[src/rtl/vid_pkg.sv]
// Shared video constants, size helpers and the packed pixel layout.
package vid_pkg;

    localparam int DEF_H_ACTIVE   = 800;
    localparam int DEF_V_ACTIVE   = 600;
    localparam int DEF_COLOR_BITS = 2;

    // One stored pixel as it sits in the framebuffer word: red in the MSBs.
    typedef struct packed {
        logic [DEF_COLOR_BITS-1:0] red;
        logic [DEF_COLOR_BITS-1:0] green;
        logic [DEF_COLOR_BITS-1:0] blue;
    } pixel_t;

    function automatic int clog2(input int n);
        int r;
        r = 0;
        for (int i = 0; i < 32; i++) begin
            if ((1 << r) < n) r = r + 1;
        end
        return r;
    endfunction

    // Stored words per line after pixel replication.
    function automatic int line_words(input int h_active, input int scale_shift);
        return h_active >> scale_shift;
    endfunction

    // Stored words per frame after pixel replication.
    function automatic int frame_words(input int h_active, input int v_active,
                                       input int scale_shift);
        return (h_active >> scale_shift) * (v_active >> scale_shift);
    endfunction

endpackage

[src/rtl/scan_addr_gen.sv]
// Incremental framebuffer address generator (stage 0) and tear-free frame latch.
module scan_addr_gen
    import vid_pkg::*;
#(
    parameter int H_ACTIVE    = DEF_H_ACTIVE,
    parameter int V_ACTIVE    = DEF_V_ACTIVE,
    parameter int H_CNT_W     = 11,
    parameter int V_CNT_W     = 10,
    parameter int SCALE_SHIFT = 1,
    parameter int NUM_FRAMES  = 2,
    parameter int FRAME_W     = 1,
    parameter int ADDR_W      = 18
) (
    input  logic               clk,
    input  logic               rst,
    input  logic [H_CNT_W-1:0] h_count,
    input  logic [V_CNT_W-1:0] v_count,
    input  logic [FRAME_W-1:0] frame_sel,
    output logic [ADDR_W-1:0]  ram_addr,
    output logic               ram_en,
    output logic [FRAME_W-1:0] cur_frame,
    output logic               frame_err
);

    localparam int LINE_W      = line_words(H_ACTIVE, SCALE_SHIFT);
    localparam int FRAME_WORDS = frame_words(H_ACTIVE, V_ACTIVE, SCALE_SHIFT);
    localparam longint TOTAL_WORDS = longint'(NUM_FRAMES) * longint'(FRAME_WORDS);

    localparam logic [H_CNT_W-1:0] H_LIM    = H_CNT_W'(H_ACTIVE);
    localparam logic [V_CNT_W-1:0] V_LIM    = V_CNT_W'(V_ACTIVE);
    localparam logic [V_CNT_W-1:0] ROW_MASK = V_CNT_W'((1 << SCALE_SHIFT) - 1);
    localparam logic [ADDR_W-1:0]  LINE_STEP = ADDR_W'(LINE_W);

    // All frames must fit the address space so the address can never wrap.
    if (TOTAL_WORDS > (longint'(1) << ADDR_W)) begin : g_addr_too_narrow
        $error("scan_addr_gen: NUM_FRAMES*FRAME_WORDS exceeds 2**ADDR_W");
    end

    // Base of frame 'sel' as a mux of constants rather than a multiplier.
    function automatic logic [ADDR_W-1:0] frame_base(input logic [FRAME_W-1:0] sel);
        logic [ADDR_W-1:0] b;
        b = '0;
        for (int i = 0; i < NUM_FRAMES; i++) begin
            if (int'(sel) == i) b = ADDR_W'(longint'(i) * longint'(FRAME_WORDS));
        end
        return b;
    endfunction

    logic [ADDR_W-1:0]  line_base_q, line_base_d;
    logic [ADDR_W-1:0]  ram_addr_q, ram_addr_d;
    logic               ram_en_q, ram_en_d;
    logic [FRAME_W-1:0] cur_frame_q, cur_frame_d;
    logic               frame_err_q, frame_err_d;
    logic [ADDR_W-1:0]  base_now;
    logic               act;

    assign act = (h_count < H_LIM) && (v_count < V_LIM);

    // Line base advances once per stored line; the column is the replicated h index.
    always_comb begin
        line_base_d = line_base_q;
        ram_addr_d  = ram_addr_q;
        ram_en_d    = act;
        cur_frame_d = cur_frame_q;
        frame_err_d = 1'b0;
        base_now    = line_base_q;

        if (h_count == '0 && v_count == '0) begin
            base_now = frame_base(cur_frame_q);
        end else if (act && h_count == '0 && (v_count & ROW_MASK) == '0) begin
            base_now = line_base_q + LINE_STEP;
        end

        if (act) begin
            line_base_d = base_now;
            ram_addr_d  = base_now + ADDR_W'(h_count >> SCALE_SHIFT);
        end

        // Frame selection only moves on the first blanking line, never mid-picture.
        if (h_count == '0 && v_count == V_LIM) begin
            if (int'(frame_sel) < NUM_FRAMES) begin
                cur_frame_d = frame_sel;
            end else begin
                frame_err_d = 1'b1;
            end
        end
    end

    // Stage 0 registers and frame latch.
    always_ff @(posedge clk) begin
        if (rst) begin
            line_base_q <= '0;
            ram_addr_q  <= '0;
            ram_en_q    <= 1'b0;
            cur_frame_q <= '0;
            frame_err_q <= 1'b0;
        end else begin
            line_base_q <= line_base_d;
            ram_addr_q  <= ram_addr_d;
            ram_en_q    <= ram_en_d;
            cur_frame_q <= cur_frame_d;
            frame_err_q <= frame_err_d;
        end
    end

    assign ram_addr  = ram_addr_q;
    assign ram_en    = ram_en_q;
    assign cur_frame = cur_frame_q;
    assign frame_err = frame_err_q;

endmodule

[src/rtl/frame_scan_reader.sv]
// Framebuffer scan-out: address generation, RAM-latency alignment, registered colour.
module frame_scan_reader
    import vid_pkg::*;
#(
    parameter int H_ACTIVE    = DEF_H_ACTIVE,
    parameter int V_ACTIVE    = DEF_V_ACTIVE,
    parameter int H_CNT_W     = 11,
    parameter int V_CNT_W     = 10,
    parameter int SCALE_SHIFT = 1,
    parameter int COLOR_BITS  = DEF_COLOR_BITS,
    parameter int NUM_FRAMES  = 2,
    parameter int FRAME_W     = (clog2(NUM_FRAMES) < 1) ? 1 : clog2(NUM_FRAMES),
    parameter int ADDR_W      = 18,
    parameter int RAM_LATENCY = 1
) (
    input  logic                    clk,
    input  logic                    rst,
    input  logic [H_CNT_W-1:0]      h_count,
    input  logic [V_CNT_W-1:0]      v_count,
    input  logic [FRAME_W-1:0]      frame_sel,
    output logic [ADDR_W-1:0]       ram_addr,
    output logic                    ram_en,
    input  logic [3*COLOR_BITS-1:0] ram_rdata,
    output logic [COLOR_BITS-1:0]   red,
    output logic [COLOR_BITS-1:0]   green,
    output logic [COLOR_BITS-1:0]   blue,
    output logic                    pix_valid,
    output logic [FRAME_W-1:0]      cur_frame,
    output logic                    frame_err
);

    if (RAM_LATENCY < 1 || RAM_LATENCY > 3) begin : g_bad_latency
        $error("frame_scan_reader: RAM_LATENCY must be 1..3");
    end

    typedef struct packed {
        logic [COLOR_BITS-1:0] red;
        logic [COLOR_BITS-1:0] green;
        logic [COLOR_BITS-1:0] blue;
    } pix_t;

    scan_addr_gen #(
        .H_ACTIVE   (H_ACTIVE),
        .V_ACTIVE   (V_ACTIVE),
        .H_CNT_W    (H_CNT_W),
        .V_CNT_W    (V_CNT_W),
        .SCALE_SHIFT(SCALE_SHIFT),
        .NUM_FRAMES (NUM_FRAMES),
        .FRAME_W    (FRAME_W),
        .ADDR_W     (ADDR_W)
    ) u_addr (
        .clk      (clk),
        .rst      (rst),
        .h_count  (h_count),
        .v_count  (v_count),
        .frame_sel(frame_sel),
        .ram_addr (ram_addr),
        .ram_en   (ram_en),
        .cur_frame(cur_frame),
        .frame_err(frame_err)
    );

    logic [RAM_LATENCY-1:0] act_dly_q, act_dly_d;
    pix_t                   pix_q, pix_d;
    logic                   pix_valid_q, pix_valid_d;

    // Delay the stage-0 active flag by the RAM read latency; blank outside it.
    always_comb begin
        act_dly_d   = (act_dly_q << 1) | RAM_LATENCY'(ram_en);
        pix_d       = '0;
        pix_valid_d = 1'b0;
        if (act_dly_q[RAM_LATENCY-1]) begin
            pix_d       = pix_t'(ram_rdata);
            pix_valid_d = 1'b1;
        end
    end

    // Alignment shift register and registered colour outputs.
    always_ff @(posedge clk) begin
        if (rst) begin
            act_dly_q   <= '0;
            pix_q       <= '0;
            pix_valid_q <= 1'b0;
        end else begin
            act_dly_q   <= act_dly_d;
            pix_q       <= pix_d;
            pix_valid_q <= pix_valid_d;
        end
    end

    assign red       = pix_q.red;
    assign green     = pix_q.green;
    assign blue      = pix_q.blue;
    assign pix_valid = pix_valid_q;

endmodule

[config.mk]
export PLATFORM = sky130hd
export DESIGN_NAME = frame_scan_reader
export DESIGN_NICKNAME = d
export VERILOG_FILES = /design/src/rtl/vid_pkg.sv /design/src/rtl/scan_addr_gen.sv /design/src/rtl/frame_scan_reader.sv
export SDC_FILE = /design/constraint.sdc
export NUM_CORES = 1
export LEC_CHECK = 0
export ABC_AREA = 1
export CAP_MARGIN = 0
export CORE_MARGIN = 3
export CORE_UTILIZATION = 35
export CTS_CLUSTER_DIAMETER = 40
export DETAILED_ROUTE_END_ITERATION = 10
export GPL_TIMING_DRIVEN = 0
export HOLD_SLACK_MARGIN = 0.02
export PLACE_DENSITY = 0.6
export REMOVE_ABC_BUFFERS = 1
export SKIP_LAST_GASP = 1
export SYNTH_ARGS = -nofsm -noshare
export SYNTH_HDL_FRONTEND = slang
export SYNTH_SLANG_ARGS = --single-unit
[constraint.sdc]
create_clock -name clk -period 5.35 [get_ports clk]
set_input_delay 1.07 -clock clk [delete_from_list [all_inputs] [get_ports clk]]
set_output_delay 1.07 -clock clk [all_outputs]
set_load 0.05 [all_outputs]
# Word level (Yosys, flattened, before mapping)
# Index checks and enable logic that the tools add are counted.
[totals]
out_inout_bits = 28
ff_bits = 46
elab_cells = 28
input_bits = 30
[op_classes]
n_bitwise = 1
reduce_logical = 9
eq_ne = 1
n_mux = 4
add_sub_neg = 2
n_lt_le_gt_ge = 2
[op_table]
columns = ["cell", "count"]
rows = [
  ["2-to-1 mux 18 bit", 2],
  ["zero test 10 bit", 2],
  ["adder 18 x 10 -> 18 bit", 1],
  ["adder 18 x 9 -> 18 bit, second input constant", 1],
  ["2-to-1 mux 17 bit", 1],
  ["zero test 11 bit", 1],
  ["less-than comparator 11 x 10 -> 1 bit, second input constant", 1],
  ["equality test 10 bit, second input constant", 1],
  ["less-than comparator 10 bit, second input constant", 1],
  ["logical AND 1 bit", 5],
  ["OR reduction 2 bit", 1],
  ["2-to-1 mux 1 bit", 1],
  ["NOT 1 bit", 1],
]

# Logic depth before layout (Yosys ltp)
[logic_depth]
ltp_word = 7
mapped_depth = 23
depth_no_buf = 22

# Cells and area by module
# Synthesis repeated with hierarchy kept, for this count alone.
[hier_totals]
hier_cells = 418
hier_area_um2 = 2813.9
[modules_own_cells]
columns = ["module", "seq_area_each_um2", "instances", "area_each_um2", "cells_per_inst"]
rows = [
  ["scan_addr_gen", 760.7, 1, 2582.5, 393],
  ["frame_scan_reader", 160.2, 1, 231.5, 25],
]

# Least setup slack after synthesis
# OpenSTA, ideal clock, no wires.
[synth_timing]
path_kind = "input port to flip-flop"
from = "in h_count[4]"
to = "reg u_addr.ram_addr_q[12], in the netlist u_addr.ram_addr[12]"
n_path_buf = 0
arrival_ns = 3.343
setup_slack_ns = 1.898
setup_ns = 0.109
t_required_ns = 5.241
cell_stages = 17
path_cell_list = "nand3b_2 inv_1 nand2_2 nor3_4 nand2_1 xor2_1 a21oi_1 ha_1 inv_1 nor3_1 nand3_1 nand3_1 nand4_1 a21oi_1 o21ai_0 nand2_1 inv_1"
[synth_via]
elab_chain_cells = 7
elab_cells_between_ends = 9
cone_classes = "1 x add/sub; 1 x order compare; 2 x mux; 5 x reduce/logical"
[synth_lines]
columns = ["item", "line", "rtl"]
rows = [
  ["start, declared", "frame_scan_reader.sv:18", "input logic [H_CNT_W-1:0] h_count,"],
  ["less-than comparator 11 x 10 -> 1 bit", "scan_addr_gen.sv:57", "assign act = (h_count < H_LIM) && (v_count < V_LIM);"],
  ["logical AND 1 bit", "scan_addr_gen.sv:57", ""],
  ["logical AND 1 bit (2 in series)", "scan_addr_gen.sv:70", "end else if (act && h_count == '0 && (v_count & ROW_MASK) == '0) begin"],
  ["2-to-1 mux 18 bit", "scan_addr_gen.sv:70", ""],
  ["2-to-1 mux 18 bit *", "scan_addr_gen.sv:68", "if (h_count == '0 && v_count == '0) begin"],
  ["via u_addr.base_now[6]", "scan_addr_gen.sv:54", "logic [ADDR_W-1:0] base_now;"],
  ["adder 18 x 10 -> 18 bit *", "scan_addr_gen.sv:76", "ram_addr_d = base_now + ADDR_W'(h_count >> SCALE_SHIFT);"],
  ["end signal, assigned", "scan_addr_gen.sv:99", "ram_addr_q <= ram_addr_d;"],
  ["end, declared", "scan_addr_gen.sv:50", "logic [ADDR_W-1:0] ram_addr_q, ram_addr_d;"],
]
# Mark *: on every way through the listed nets, which the timed path passes. The rest lies on a longest branch.
# A chain may end at the register's enable or synchronous reset.

# Worst setup path after layout
[layout_timing]
from = "in h_count[7]"
to = "reg u_addr.ram_addr_q[12], in the netlist u_addr.ram_addr[12]"
# The elaborated chain is that of the path after synthesis.

==> flow_metrics.env <==
export IMPL_status="finished clean"
export IMPL_diodes=0
export IMPL_grt_use_total_pct=15.8
export IMPL_ant_nets=0
export IMPL_std_cell_rows=33
export IMPL_port_buffers=56
export IMPL_final_cells=612
export IMPL_viasPerCell=4.70
export IMPL_dr_pass1_iters=4
export IMPL_cpMostUsedCell="nand2_2"
export IMPL_fp_dieW_um=98.5
export IMPL_grt_overflow=0
export IMPL_yosys_area_top_type_share_pct=30.8
export IMPL_synth_area_um2=2990
export IMPL_fin_crit_sh_pct=84.7
export IMPL_fin_tns_setup_ns=0
export IMPL_synth_distinct_cells=41
export IMPL_grt_max_degree=30
export IMPL_cts_resized=0
export IMPL_max_freq_mhz=221
export IMPL_utilization_pct=44.9
export IMPL_critical_path_top_delay_family="simple AND/OR/NAND/NOR gates"
export IMPL_drt_first_iter_violations=90
export IMPL_area_growth_pct=24.0
export IMPL_cts_tree="yes"
export IMPL_wl_per_cell_um=11.9
export IMPL_start_util_pct=36.2
export IMPL_htree_levels=2
export IMPL_ys_seq_elements=46
export IMPL_clk_path_buf_depth=2
export IMPL_setup_violations=0
export IMPL_crit_path_cell_trace="clkdlybuf4s50_1 -> nor2_2 -> nand2_2 -> nand2_2 -> nand2_2 -> nor2_4 -> nand3_4 -> a21oi_1 -> inv_1 -> nor2_1 -> nor2_1 -> ha_1 -> nand2_1 -> nor3_1 -> nand3_1 -> nand3_1 -> nand4_1 -> a21oi_1 -> o21ai_0 -> nand2_1 -> inv_1"
export IMPL_ys_seq_area_share_pct=30.8
export IMPL_numCtsBuffers=5
export IMPL_synth_edf_count=0
export IMPL_vias=2876
export IMPL_nFillCells=869
export IMPL_hold_viol_final=0
export IMPL_p_leak_nw=1.74
export IMPL_worstHoldPathType="reg -> reg"
export IMPL_place_ws_ns=0.442
export IMPL_synth_top_area_cell="dfxtp_1"
export IMPL_ys_async_sr_fraction_pct=0
export IMPL_slew_headroom_pct=31.7
export IMPL_die_area_um2=9690
export IMPL_path_clk_slew_ns=0.10
export IMPL_antenna_found_initial=0
export IMPL_power_density_nw_per_um2=197
export IMPL_critPathLaunchType="input port"
export IMPL_synth_commonest_cells="97 x nand2_1, 64 x inv_1, 61 x nor2_1"
export IMPL_drcViolationCount=0
export IMPL_min_period_ns=4.53
export IMPL_totalWireLength_mm=7.27
export IMPL_dieHeight_um=98.5
export IMPL_crit_path_end_kind="register"
export IMPL_cp_max_fo=29
export IMPL_clockRootBuffer="clkbuf_8"
export IMPL_ir_drop_v=0.000130
export IMPL_required_ns=5.58
export IMPL_max_cap_violations=0
export IMPL_regArea_um2=921
export IMPL_layout_setup_ws_ns=0.821
export IMPL_core_um2=8260
export IMPL_ys_warn_count=0
export IMPL_holdWs_ns=0.434
export IMPL_dp_hpwl_mm=5.64
export IMPL_synth_most_common_cell="nand2_1"
export IMPL_io_pins=58
export IMPL_maxSlewViolCount=0
export IMPL_avgSynthCellArea_um2=6.59
export IMPL_place_inst=604
export IMPL_power_uw=731
export IMPL_fin_area_um2=3710
export IMPL_drive_above_1_share_pct=8.88
export IMPL_skew_ns=0.0100
export IMPL_rsz0062_at_grt="no"
export IMPL_yosys_top_cells_area="dfxtp_1 31%, nand2_1 12%, inv_1 8.0%"
export IMPL_arrival_ns=4.76
export IMPL_grt_pass1_wl_mm=12.8
export IMPL_tightest_slew_ns=1.02
export IMPL_cts_sinks=46
export IMPL_worstSkewPairLatency_ns=0.32
export IMPL_cts_hold_buf=0
export IMPL_synth_cells=454
export IMPL_worst_path_largest_cell_delay_ns=0.55
export IMPL_multi_input_area_um2=1720
export IMPL_finalWeightedCongestion=0.935
export IMPL_first_global_vias=2866
export IMPL_cts_setup_buffers=0
export IMPL_post_dp_cell_area_um2=3610
export IMPL_path_buf_inv=3
export IMPL_synth_ff_type="dfxtp_1"
export IMPL_worst_path_max_delay_cell="nor2_4"
export IMPL_critPathKind="in -> reg"
export IMPL_fin_nets=548
path summary, 6_finish.rpt:
kind	from	to	slack (ns)	cells after the start
worst max-delay path	h_count[7]	u_addr.ram_addr[12]$_SDFFE_PP0N_	0.82	21
worst min-delay path	u_addr.ram_en$_SDFF_PP0_	act_dly_q$_SDFF_PP0_	0.43	2
worst max register to register	u_addr.line_base_q[4]$_SDFFE_PP0N_	u_addr.ram_addr[13]$_SDFFE_PP0N_	2.61	17
worst min register to register	u_addr.ram_en$_SDFF_PP0_	act_dly_q$_SDFF_PP0_	0.43	2
cell usage in the layout (no fill, tap or decap), drive strengths merged:
master         instances
a211oi                 2
a21o                   1
a21oi                 17
a31oi                  2
clkbuf                 5
clkdlybuf4s50         56
clkinv                 3
conb                   1
dfxtp                 46
fa                     1
ha                    11
inv                   74
nand2                109
nand3                 42
nand3b                 2
nand4                  6
nor2                  70
nor3                  14
nor4                   1
o211ai                 2
o21a                   6
o21ai                 17
o21bai                 5
o221ai                 1
or2                    2
xnor2                  2
xor2                   9
area by class of cell:
cell class,instances,share of cell area [%]
Multi-Input combinational cell,323,46.4
Clock buffer,5,1.85
Inverter,74,7.49
Timing Repair Buffer,56,15.1
Tap cell,105,3.54
Sequential cell,46,24.8
Clock inverter,3,0.776
report_power, final:
group	internal (mW)	total [mW]	switching, mW
Clock	0.0979	0.237	0.139
Combinational	0.0532	0.136	0.0833
Sequential	0.353	0.358	0.00481
Total	0.504	0.731	0.227
registers in the layout, summed over array words and instances (netlist names), 2 cells and up:
register	flops
red	2
u_addr.ram_addr	18
u_addr.line_base_q	18
green	2
blue	2
metal layers:
layer  part of all wire (%)  wire [um]  vias to the layer above  global-route usage [%]
li1                       -          -                     1532                       -
met5                      0          0                        -                       0
met1                     48       3500                     1283                    20.7
met4                    2.0        147                        0                    5.46
met3                    4.1        301                       11                    2.55
met2                     46       3320                       50                    26.5
worst reg2reg max path, stage by stage, from the launching register on:
cell and delay, ns:
dfxtp_1 0.37, ha_1 0.26, nand2_1 0.09, nand2_1 0.09
nor3_1 0.24, nor3_1 0.09, ha_1 0.35, nand2_1 0.08
nor2_1 0.12, nand4_1 0.10, o21ai_1 0.23, nand4_1 0.17
nand2_2 0.15, nand2_1 0.06, nand2_1 0.05, nand3_1 0.06
nand2_1 0.09, inv_1 0.03
cells by family after synthesis:
logic type                 synth area share [%]
and+or+nand+nor                            38.5
DFF                                        30.8
adders and majority gates                  5.27
buffers and inverters                      11.7
AOI/OAI and AO/OA                          10.4
xor gates and xnor gates                   3.22
other                                     0.125
Note: power is estimated with default switching activity, not from simulation.
